## src/rtl/i2c_reg_slave.sv

```systemverilog
// i2c_reg_slave: I2C target exposing a byte-wide register port.
//   Bus protocol: address byte, pointer byte, then burst data. Writes stream
//   into o_reg_wdata/o_reg_we; reads stream i_reg_rdata out MSB first. The
//   pointer auto-increments (mod 256) after every data byte in either direction.
//   SCL/SDA are oversampled by i_clk (>= 16x SCL); SDA is driven open-drain only
//   and SCL is never stretched.
// Ports:
//   i_clk, i_rst_n     sampling clock, synchronous active-low reset
//   i_scl, i_sda       raw pad values of the bus lines
//   o_sda_oe_n         0 = pull SDA low, 1 = release
//   o_reg_addr         current register pointer
//   o_reg_wdata        write data, valid while o_reg_we=1
//   o_reg_we           one-cycle write strobe
//   i_reg_rdata        read data for o_reg_addr
//   o_busy             high from an addressed START until STOP or release
//   o_nack_seen        one-cycle pulse when the master NACKs a read byte
//   o_state            FSM state, for debug and checker binding
// Register-port handshake: o_reg_we is a single-cycle strobe with no back
// pressure; o_reg_addr/o_reg_wdata are valid in the strobe cycle and the pointer
// advances on the cycle after. i_reg_rdata must be valid for o_reg_addr within
// one cycle of the pointer changing.
module i2c_reg_slave #(
  parameter logic [6:0] SlaveAddress = 7'h5D,
  parameter int         SyncStages   = 2
) (
  input  logic       i_clk,
  input  logic       i_rst_n,
  input  logic       i_scl,
  input  logic       i_sda,
  output logic       o_sda_oe_n,
  output logic [7:0] o_reg_addr,
  output logic [7:0] o_reg_wdata,
  output logic       o_reg_we,
  input  logic [7:0] i_reg_rdata,
  output logic       o_busy,
  output logic       o_nack_seen,
  output logic [3:0] o_state
);

  typedef enum logic [3:0] {
    IDLE, ADDR, ADDR_ACK, PTR, PTR_ACK, WDATA, WDATA_ACK, RDATA, RACK, WAIT_STOP
  } state_t;

  state_t state, state_nxt;

  logic [SyncStages-1:0] scl_sync, sda_sync;
  logic scl_s, sda_s, scl_d, sda_d;
  logic scl_rise, scl_fall, start_det, stop_det;

  logic [6:0] shift;     // first seven bits of the byte being received
  logic [6:0] tx;        // remaining bits of the byte being transmitted
  logic [2:0] bit_cnt;
  logic       phase;     // ACK states: 1 once the ACK bit slot is entered
  logic       rd_wrn;
  logic [7:0] ptr;
  logic       byte_done;
  logic [7:0] byte_in;

  assign scl_s = scl_sync[SyncStages-1];
  assign sda_s = sda_sync[SyncStages-1];

  always_ff @(posedge i_clk) begin
    if (!i_rst_n) begin
      scl_sync <= '1;
      sda_sync <= '1;
      scl_d    <= 1'b1;
      sda_d    <= 1'b1;
    end else begin
      scl_sync <= {scl_sync[SyncStages-2:0], i_scl};
      sda_sync <= {sda_sync[SyncStages-2:0], i_sda};
      scl_d    <= scl_s;
      sda_d    <= sda_s;
    end
  end

  assign scl_rise  = scl_s & ~scl_d;
  assign scl_fall  = ~scl_s & scl_d;
  // SCL must be high on both samples so an SDA edge racing an SCL edge is not
  // mistaken for a bus condition.
  assign start_det = scl_s & scl_d & sda_d & ~sda_s;
  assign stop_det  = scl_s & scl_d & ~sda_d & sda_s;

  assign byte_in   = {shift, sda_s};
  assign byte_done = scl_rise && (bit_cnt == 3'd7);

  always_ff @(posedge i_clk) begin
    if (!i_rst_n) state <= IDLE;
    else          state <= state_nxt;
  end

  always_comb begin
    state_nxt = state;
    if (start_det) state_nxt = ADDR;
    else if (stop_det) state_nxt = IDLE;
    else begin
      unique case (state)
        IDLE:      state_nxt = IDLE;
        ADDR:      if (byte_done)
                     state_nxt = (byte_in[7:1] == SlaveAddress) ? ADDR_ACK : WAIT_STOP;
        ADDR_ACK:  if (scl_fall && phase) state_nxt = rd_wrn ? RDATA : PTR;
        PTR:       if (byte_done) state_nxt = PTR_ACK;
        PTR_ACK:   if (scl_fall && phase) state_nxt = WDATA;
        WDATA:     if (byte_done) state_nxt = WDATA_ACK;
        WDATA_ACK: if (scl_fall && phase) state_nxt = WDATA;
        RDATA:     if (scl_fall && bit_cnt == 3'd7) state_nxt = RACK;
        RACK:      if (scl_rise && !phase && sda_s) state_nxt = WAIT_STOP;
                   else if (scl_fall && phase) state_nxt = RDATA;
        WAIT_STOP: state_nxt = WAIT_STOP;
        default:   state_nxt = IDLE;
      endcase
    end
  end

  always_ff @(posedge i_clk) begin
    if (!i_rst_n) begin
      o_sda_oe_n  <= 1'b1;
      o_reg_wdata <= 8'h00;
      o_reg_we    <= 1'b0;
      o_busy      <= 1'b0;
      o_nack_seen <= 1'b0;
      shift       <= 7'h00;
      tx          <= 7'h7F;
      bit_cnt     <= 3'd0;
      phase       <= 1'b0;
      rd_wrn      <= 1'b0;
      ptr         <= 8'h00;
    end else begin
      o_reg_we    <= 1'b0;
      o_nack_seen <= 1'b0;
      // Write pointer advances the cycle after the strobe so the strobe cycle
      // presents the address the byte belongs to.
      if (o_reg_we) ptr <= ptr + 8'd1;
      if (start_det) begin
        bit_cnt    <= 3'd0;
        phase      <= 1'b0;
        o_sda_oe_n <= 1'b1;
      end else if (stop_det) begin
        bit_cnt    <= 3'd0;
        phase      <= 1'b0;
        o_busy     <= 1'b0;
        o_sda_oe_n <= 1'b1;
      end else begin
        unique case (state)
          ADDR, PTR, WDATA: begin
            if (scl_rise) begin
              shift   <= {shift[5:0], sda_s};
              bit_cnt <= bit_cnt + 3'd1;
              if (bit_cnt == 3'd7) begin
                phase <= 1'b0;
                if (state == ADDR) begin
                  rd_wrn <= sda_s;
                  o_busy <= (byte_in[7:1] == SlaveAddress);
                end else if (state == PTR) begin
                  ptr <= byte_in;
                end else begin
                  o_reg_wdata <= byte_in;
                  o_reg_we    <= 1'b1;
                end
              end
            end
          end
          ADDR_ACK, PTR_ACK, WDATA_ACK: begin
            // First fall opens the ACK slot, second fall closes it.
            if (scl_fall) begin
              if (!phase) begin
                phase      <= 1'b1;
                o_sda_oe_n <= 1'b0;
              end else begin
                phase   <= 1'b0;
                bit_cnt <= 3'd0;
                if (state == ADDR_ACK && rd_wrn) begin
                  tx         <= i_reg_rdata[6:0];
                  o_sda_oe_n <= i_reg_rdata[7];
                end else begin
                  o_sda_oe_n <= 1'b1;
                end
              end
            end
          end
          RDATA: begin
            // Bit 7 went out at load; falls 1..7 shift out bits 6..0, fall 8
            // hands SDA back to the master for its ACK.
            if (scl_fall) begin
              bit_cnt <= bit_cnt + 3'd1;
              if (bit_cnt == 3'd7) begin
                o_sda_oe_n <= 1'b1;
                phase      <= 1'b0;
              end else begin
                o_sda_oe_n <= tx[6];
                tx         <= {tx[5:0], 1'b1};
              end
            end
          end
          RACK: begin
            if (scl_rise && !phase) begin
              ptr <= ptr + 8'd1;
              if (sda_s) o_nack_seen <= 1'b1;
              else       phase       <= 1'b1;
            end else if (scl_fall && phase) begin
              // Pointer moved at the ACK rise, so rdata is for the new address.
              phase      <= 1'b0;
              bit_cnt    <= 3'd0;
              tx         <= i_reg_rdata[6:0];
              o_sda_oe_n <= i_reg_rdata[7];
            end
          end
          WAIT_STOP: o_sda_oe_n <= 1'b1;
          default: ;
        endcase
      end
    end
  end

  assign o_reg_addr = ptr;
  assign o_state    = state;

endmodule

```

## config.mk

```make
export PLATFORM = sky130hd
export DESIGN_NAME = i2c_reg_slave
export DESIGN_NICKNAME = d
export VERILOG_FILES = /design/src/rtl/i2c_reg_slave.sv
export SDC_FILE = /design/constraint.sdc
export NUM_CORES = 1
export LEC_CHECK = 0
export CORE_MARGIN = 5
export CORE_UTILIZATION = 45
export DETAILED_ROUTE_END_ITERATION = 6
export PLACE_DENSITY = 0.67
export SLEW_MARGIN = 20
export SYNTH_ARGS = -nofsm -noshare
export SYNTH_HDL_FRONTEND = slang
export SYNTH_SLANG_ARGS = --single-unit
```

## constraint.sdc

```tcl
create_clock -name i_clk -period 4 [get_ports i_clk]
set_input_delay 0.4 -clock i_clk [delete_from_list [all_inputs] [get_ports i_clk]]
set_output_delay 0.4 -clock i_clk [all_outputs]
set_load 0.01 [all_outputs]
```

; ---- Word level (Yosys, flattened, before mapping)
; Index checks and enable logic that the tools add are counted.
[classes]
addsub = 2
multipliers = 0
div = 0
order_cmp = 0
n_eq_ne = 35
shifts = 0
mux = 61
n_bitwise = 21
n_reduce_logical = 30
[ops]
columns = op, n
row1 = $mux 8, 8
row2 = $mux 7, 7
row3 = $mux 4, 9
row4 = $pmux 4 s8, 1
row5 = $reduce_and 7->1, 4
row6 = $mux 1, 24
row7 = $ne 2x2->1 const B, 12
row8 = $mux 3, 7
row9 = $pmux 7 s3, 1
row10 = $eq 4x3->1 const B, 4
row11 = $ne 4x4->1 const B, 4
row12 = $pmux 8 s2, 1
row13 = $not 1->1, 14
row14 = $pmux 3 s4, 1
row15 = $reduce_and 6->1, 2
row16 = $reduce_and 10->1, 1
row17 = $reduce_and 5->1, 2
row18 = $ne 3x3->1 const B, 3
row19 = $reduce_or 3->1, 3
row20 = $add 8x1->8 const B, 1
row21 = $eq 4x2->1 const B, 2
row22 = $eq 4x4->1 const B, 2
row23 = $pmux 1 s4, 2
row24 = $reduce_bool 2->1, 4
row25 = 17 further kinds, 30
[totals]
register_bits = 49
latch_bits = 0
ramBits = 0
mem_bits_ro = 0
in_bits = 12
output_inout_bits = 24
wordCells = 166
memories = 0

; ---- Logic depth before layout (Yosys ltp)
; Gate-level depths: netlist of the first run.
[logic_depth]
depth_word = 9
ltp_mapped = 8
depth_no_buf = 7

; ---- Worst setup path after synthesis of the first run
; No wires, ideal clock.
[synth_timing]
path_type = reg2reg
start = register bit_cnt[0]
end = register o_reg_wdata[0]
setup_time_ns = 0.116
arrival_ns = 1.671
setup_slack_ns = 2.213
path_stages_with_launch = 9
n_path_buf = 2
synth_period_minus_slack_ns = 1.787
path_cell_list = dfxtp_1 ha_1 ha_1 clkbuf_1 nand3b_1 nor4_1 buf_2 mux2i_1 nor2b_1
[synth_via]
elab_chain_len = 2
[synth_rtl]
columns = element, line
row1 = "start, declared", 52  ; logic [2:0] bit_cnt;
row2 = "start signal, assigned", 147  ; bit_cnt <= bit_cnt + 3'd1;
row3 = "start signal, assigned", 184  ; bit_cnt <= bit_cnt + 3'd1;
row4 = $eq 3x3->1, 148  ; if (bit_cnt == 3'd7) begin
row5 = $reduce_and 7->1 (no line), --
row6 = "end signal, assigned", 156  ; o_reg_wdata <= byte_in;
row7 = "end, declared", 32  ; output logic [7:0] o_reg_wdata,
; No other way between the ends.
; A chain may end at the register's enable or synchronous reset.

; ---- Final worst setup path of the first run
[layout_timing]
start = register state[0], in the netlist o_state[0]
end = register tx[6]
[layout_via]
elab_chain_len = 4
word_cells_on_any_way = 17
[layout_rtl]
columns = element, line
row1 = "start, declared", 44  ; state_t state, state_nxt;
row2 = "start signal, assigned", 88  ; else state <= state_nxt;
row3 = $eq 4x2->1 / $eq 4x3->1 (equally long branches), "143, 171"
row4 = $reduce_or 3->1 / $logic_and 1x1->1 (equally long branches), "143, 171"
row5 = $ne 2x2->1 (no line) / $reduce_bool 3->1 (equally long branches), --
row6 = $reduce_and 10->1 (no line), --
row7 = "end signal, assigned", 172  ; tx <= i_reg_rdata[6:0];
row8 = "end signal, assigned", 190  ; tx <= {tx[5:0], 1'b1};
row9 = "end signal, assigned", 203  ; tx <= i_reg_rdata[6:0];
row10 = "end, declared", 51  ; logic [6:0] tx;
; Several ways; a longest one is shown, not always the timed one.

==> results.md, run 1 <==
- Outcome: finished, final reports clean
- Kind of critical path: reg -> reg
- #FFs+latches synth: 49
- Setup Fix Bufs, Post-CTS: 0
- Post-CTS sizing: 0
- Ports: 36
- WL/cell: ~17 microns
- Fill count: between 500 and 600
- Total Wirelength: between 6000 and 7000 microns
- Crit-path max FO: 25
- Cts hold-fix bufs: 0
- Required @ worst endpoint: between 4000 and 5000 ps
- Via count: roughly 2.5k
- Tightest Hold Check Type: reg -> reg
- Chip width: between 80 and 90 microns
- RSZ-0062 raised after global routing: no
- Core Area: about 6000 sq um
- Antenna Cells: 0
- Final period util: 62.7%
- Post-DRT Antenna Nets: 0
- Fin nets: between 300 and 400
- Number of global-route vias before repair: between 2k and 2.5k
- Number of flops mapped to enable cells by yosys: 0
- WHS: about 410 ps
- Initial antenna violation count: 0
- Max-slew headroom: between 40 and 50%
- Skew-Pair Late Insertion Delay: 310 ps
- Die Y-Extent: 89.3 microns
- Dpl cells: about 410
- DRT iter0 DRCs: 250
- Syn Std Cell Area: between 2000 and 3000 sq um
- Synth warn: 0
- Layout area overhead: 16.3%
- Final Hold Viols: 0
- H-tree levels: 2
- Peak VDD IR: roughly 0.21 mV
- Clk buf depth: 2
- CTS tree: yes
- Worst Skew: 13.3 ps
- RD Place Congestion: around 0.9
- Root Buffer: clkbuf_8
- CP Capture Type: register
- Pwr Density: 394 nW/um^2
- Util after Layout: a little over half
- Synth Area per Inst: between 8 and 9 sq um
- CTS buffer count: 5
- Vias per cell: about 6
- Fin crit period: ~2500 ps
- All-Layer GR Usage: between 10% and 20%
- Synth Net Count: 341
- Leak: ~0.0012 uW
- Fin. max-slew vios: 0
- Least-Margin Pin Slew: ~800 ps
- Synth Instances: approximately 330
- Die area: about 8000 sq um
- Largest net degree at the start of global routing: 27
- Async S/R FF share, synth: 0%
- First-pass GRT wire length: 11800 microns
- Post-synth top flop: dfxtp_1
- Congestion Overflow GR: 0
- CTS clk-pin slew, worst paths: about 100 ps
- Crit path DAT: between 2000 and 3000 ps
- Layout cells sized above 1: 4.93%
- Seq/Total Area, Yosys: approximately a third
- DP HPWL: 4800 microns
- Setup Total Neg Slack: 0 ps
- Initial core utilization: about 47%
- Maximum Capacitance Violations: 0
- Final std cells w/o fill: between 400 and 500
- DRC violation count after routing: 0
- # rows: 28
- DR pass1 iterations: 4
- I/O Buffers: 35
- Clk sink count: between 40 and 50
- Synth unique cells: 59
- Endpoints failing setup: 0
- Max Freq: 0.399 GHz
- Startpoint class of the critical path: register
==> cells in the mapped netlist, types with 7 or more instances <==
master    count  share of area, %
o21ai_0      21               3.7
nor2b_1      19               4.2
nand2b_1     14               3.1
a21oi_1      11               1.9
dfxtp_1      49                35
a22oi_1       7               1.9
xnor2_1       9               2.8
nor2_1       15               2.0
nand3_1      12               2.1
nand2_1      20               2.7
clkbuf_1     16               2.1
mux2i_1      26               9.2
==> stage by stage <==
stage                     total power, uW  instance area (sq um)  setup slack (ps)
after global routing                 1370                   3290              1240
after CTS                            1300                   3290              1550
after floorplan                       850                   2830              2210
after global placement                929                   3170              1610
final                                1290                   3290              1490
after detailed placement              934                   3170              1570
==> final cells by class <==
class	count	area, sq um	area share, %
Clock buffer	5	68.8	2.09
Clock inverter	3	43.8	1.33
Inverter	4	15.0	0.457
Multi-Input combinational cell	246	1710	52.1
Sequential cell	49	981	29.8
Tap cell	75	93.8	2.85
Timing Repair Buffer	38	373	11.3
==> layout by cell type, fill, tap and decap left out, types with 5 or more instances in the layout <==
| cell type | Yosys | routed |
|---|---|---|
| nand2_1 | 20 | 20 |
| a22oi_1 | 7 | 7 |
| dfxtp_1 | 49 | 49 |
| nor2_1 | 15 | 15 |
| nor2b_1 | 19 | 19 |
| o21a_1 | 6 | 6 |
| nand2b_1 | 14 | 14 |
| mux2i_1 | 26 | 26 |
| a21oi_1 | 11 | 11 |
| nand4b_1 | 5 | 5 |
| o311ai_0 | 6 | 6 |
| clkbuf_8 | 0 | 5 |
| o22ai_1 | 6 | 6 |
| nand3_1 | 12 | 12 |
| o21ai_0 | 21 | 21 |
| xnor2_1 | 9 | 9 |
| xor2_1 | 5 | 5 |
| clkdlybuf4s50_1 | 0 | 35 |
==> path summary, 6_finish.rpt <==
kind,start,end,slack (ps),depth (start not counted)
worst max-delay path,o_state[0]$_SDFFE_PN0P_,tx[6]$_SDFFE_PN1P_,1490,4
worst min-delay path,scl_sync[0]$_SDFF_PN1_,scl_sync[1]$_SDFF_PN1_,410,1
worst max register to register,o_state[0]$_SDFFE_PN0P_,tx[6]$_SDFFE_PN1P_,1490,4
worst min register to register,scl_sync[0]$_SDFF_PN1_,scl_sync[1]$_SDFF_PN1_,410,1
==> power breakdown <==
part,internal (uW),switching (uW)
clock network,188,179
logic,158,189
registers,508,72.9
==> state kept, by name (all words and copies together) (netlist names) <==
signal       cells
scl_sync         2
rd_wrn           1
shift            7
o_reg_wdata      8
o_sda_oe_n       1
sda_sync         2
o_state          4
bit_cnt          3
tx               7
o_reg_we         1
scl_d            1
phase            1
o_nack_seen      1
o_reg_addr       8
sda_d            1
o_busy           1
==> per-layer routing <==
metal	share of wire, %	track usage (%)	wire length [microns]	vias to the layer above
li1	-	-	-	1235
met1	47	25.7	3290	1158
met2	47	30.5	3280	68
met3	4.7	3.13	331	8
met4	1.1	5.01	78	0
met5	0	0	0	-
==> critical path, cell delays in order (launching register included) <==
cell      delay [ps]
dfxtp_1          850
nand4b_1         670
o21a_1           500
o21ai_0          200
o311ai_0         150
==> kinds of logic after synthesis <==
group           after synthesis  share of synthesized area [%]
simple gates                113                           23.3
fa+ha+maj                     4                           1.68
buf+inv                      31                           4.96
mux                          26                           9.21
compound gates               89                           21.8
xor+xnor                     14                           4.34
flops                        49                           34.7
No activity file was read; power rests on OpenSTA's default activity.
==> inputs of run 2 (changes only) <==
Clock period 4 ns to 2.35 ns, I/O delays scaled along.
==> results.md, run 2 (synthesis gave the netlist of run 1 again) <==
- Endpoints failing setup: 0
- Total design power: roughly 2400 uW
- Peak VDD IR: 0.488 mV
- Least-Margin Pin Slew: between 600 and 700 ps
- Required @ worst endpoint: 2600 ps
- DRC violation count after routing: 0
- Via count: around 2.6k
- Kind of critical path: reg -> reg
- DP HPWL: about 5200 microns
- Layout area overhead: 21.5%
- Layout cells sized above 1: 8.91%
- Final Hold Viols: 0
- Tightest Hold Check Type: reg -> reg
- First-pass GRT wire length: 12100 microns
- Initial core utilization: about 47%
- Internal power: roughly 1600 uW
- DRT iter0 DRCs: approximately 280
- Fin crit period: 2030 ps
- Pwr Density: about 700 nW/um^2
- Max Freq: between 0.4 and 0.5 GHz
- Setup Total Neg Slack: 0 ps
- Clock power frac: between 30% and 40%
- Die area: around 8000 sq um
- Commonest non-fill, non-tap cell in the layout: dfxtp_1
- Antenna Cells: 0
- I/O Buffers: 35
- CP Capture Type: register
- Sw Share: 31.8%
- Core Area: about 6000 sq um
- Congestion Overflow GR: 0
- Worst Skew: between 7 and 8 ps
- Skew-Pair Late Insertion Delay: approximately 310 ps
- Commonest non-fill, non-tap cells in the layout: dfxtp_1 (49), clkdlybuf4s50_1 (35), mux2i_1 (26), o21ai_0 (21), nand2_1 (20)
- Max-slew headroom: 52.8%
- CTS buffer count: 5
- Root Buffer: clkbuf_8
- Startpoint class of the critical path: register
- Dpl cells: roughly 430
- Logic gate share of total power: roughly 31%
- Die Y-Extent: between 80 and 90 microns
- RSZ-0062 raised after global routing: no
- Number of global-route vias before repair: approximately 2.4k
- Design area: ~3400 sq um
- Final std cells w/o fill: roughly 430
- Leak: approximately 0.0013 uW
- Chip width: between 80 and 90 microns
- H-tree levels: 2
- Crit-path max FO: 8
- CTS tree: yes
- # rows: 28
- Crit path DAT: 2280 ps
- Vias per cell: 6.00
- Fin. max-slew vios: 0
- Maximum Capacitance Violations: 0
- WL/cell: ~17 microns
- Outcome: finished, final reports clean
- Crit path from: scl_sync[1]$_SDFF_PN1_
- Total Wirelength: a little over 7000 microns
- All-Layer GR Usage: between 15 and 20%
- Clk sink count: 49
- Largest net degree at the start of global routing: 25
- Cts hold-fix bufs: 0
- WHS: around 410 ps
- RD Place Congestion: 0.922
- Register share of total power: 39.0%
- Worst r2r src: scl_sync[1]$_SDFF_PN1_
- Fill count: ~570
- Final period util: 86.4%
- CTS clk-pin slew, worst paths: approximately 90 ps
- Fin nets: around 370
- Placement Cell Area: 3290 sq um
- Clk buf depth: 2
- Initial antenna violation count: 0
- Ports: 36
- Hold path startpoint: scl_sync[0]$_SDFF_PN1_
- Switching power: 764 uW
- Post-DRT Antenna Nets: 0
- DR pass1 iterations: 6
run 2: changes by cell type in the layout (fill, tap and decap cells not counted):
| cell | change |
|---|---|
| a22oi_1 | -1 |
| a22oi_2 | +1 |
| buf_12 | +1 |
| buf_4 | +13 |
| bufinv_16 | +1 |
| clkinv_2 | -1 |
run 2: through the flow:
step | util (%) | worst slack (ps)
after floorplan | - | 563
after global placement | 54.6 | 341
after detailed placement | 54.6 | 289
after CTS | 56.9 | 265
after global routing | 57.0 | 219
final | 57.0 | 319
run 2: power by group through the flow:
| stage | sequential (uW) | combinational, uW | clock [uW] |
|---|---|---|---|
| finish | 937 | 742 | 722 |
| global route | 946 | 817 | 778 |
| CTS | 935 | 729 | 747 |
| detailed placement | 955 | 727 | 0 |
| global placement | 954 | 723 | 0 |
| floorplan | 924 | 522 | 0 |
run 2: path summary, 6_finish.rpt:
kind	endpoint	slack (ps)	cells after the start
max	o_state[1]$_SDFFE_PP0P_	320	6
min	scl_sync[1]$_SDFF_PN1_	410	1
max reg2reg	o_state[1]$_SDFFE_PP0P_	320	6
min reg2reg	scl_sync[1]$_SDFF_PN1_	410	1
run 2: what timing repair did:
action | 4_1_cts | 5_1_grt
resized for setup | 0 | 1
buffers inserted | 0 | 0
setup endpoints to repair | 0 | 2
run 2: cell type report:
class                           count  area, sq um  area share, %
Multi-Input combinational cell    246         1720           50.0
Sequential cell                    49          981           28.6
Timing Repair Buffer               52          490           14.3
Tap cell                           75         93.8           2.73
Clock buffer                        5         68.8           2.00
Clock inverter                      3         68.8           2.00
Inverter                            4         15.0          0.437
run 2: worst max-delay path, cell delays in order, from the launching register on:
cell and delay (ps):
dfxtp_1 480, buf_4 200, nor4bb_1 640, o21a_1 260, or3_1 120, o311a_1 160
o21a_1 120
run 2: layer usage:
metal | routed length [microns] | track usage, % | vias to the layer above | share of wire (%)
li1 | - | - | 1259 | -
met1 | 3340 | 26.6 | 1216 | 46
met2 | 3190 | 29.7 | 112 | 44
met3 | 547 | 4.24 | 17 | 7.6
met4 | 158 | 6.63 | 0 | 2.2
met5 | 0 | 0 | - | 0
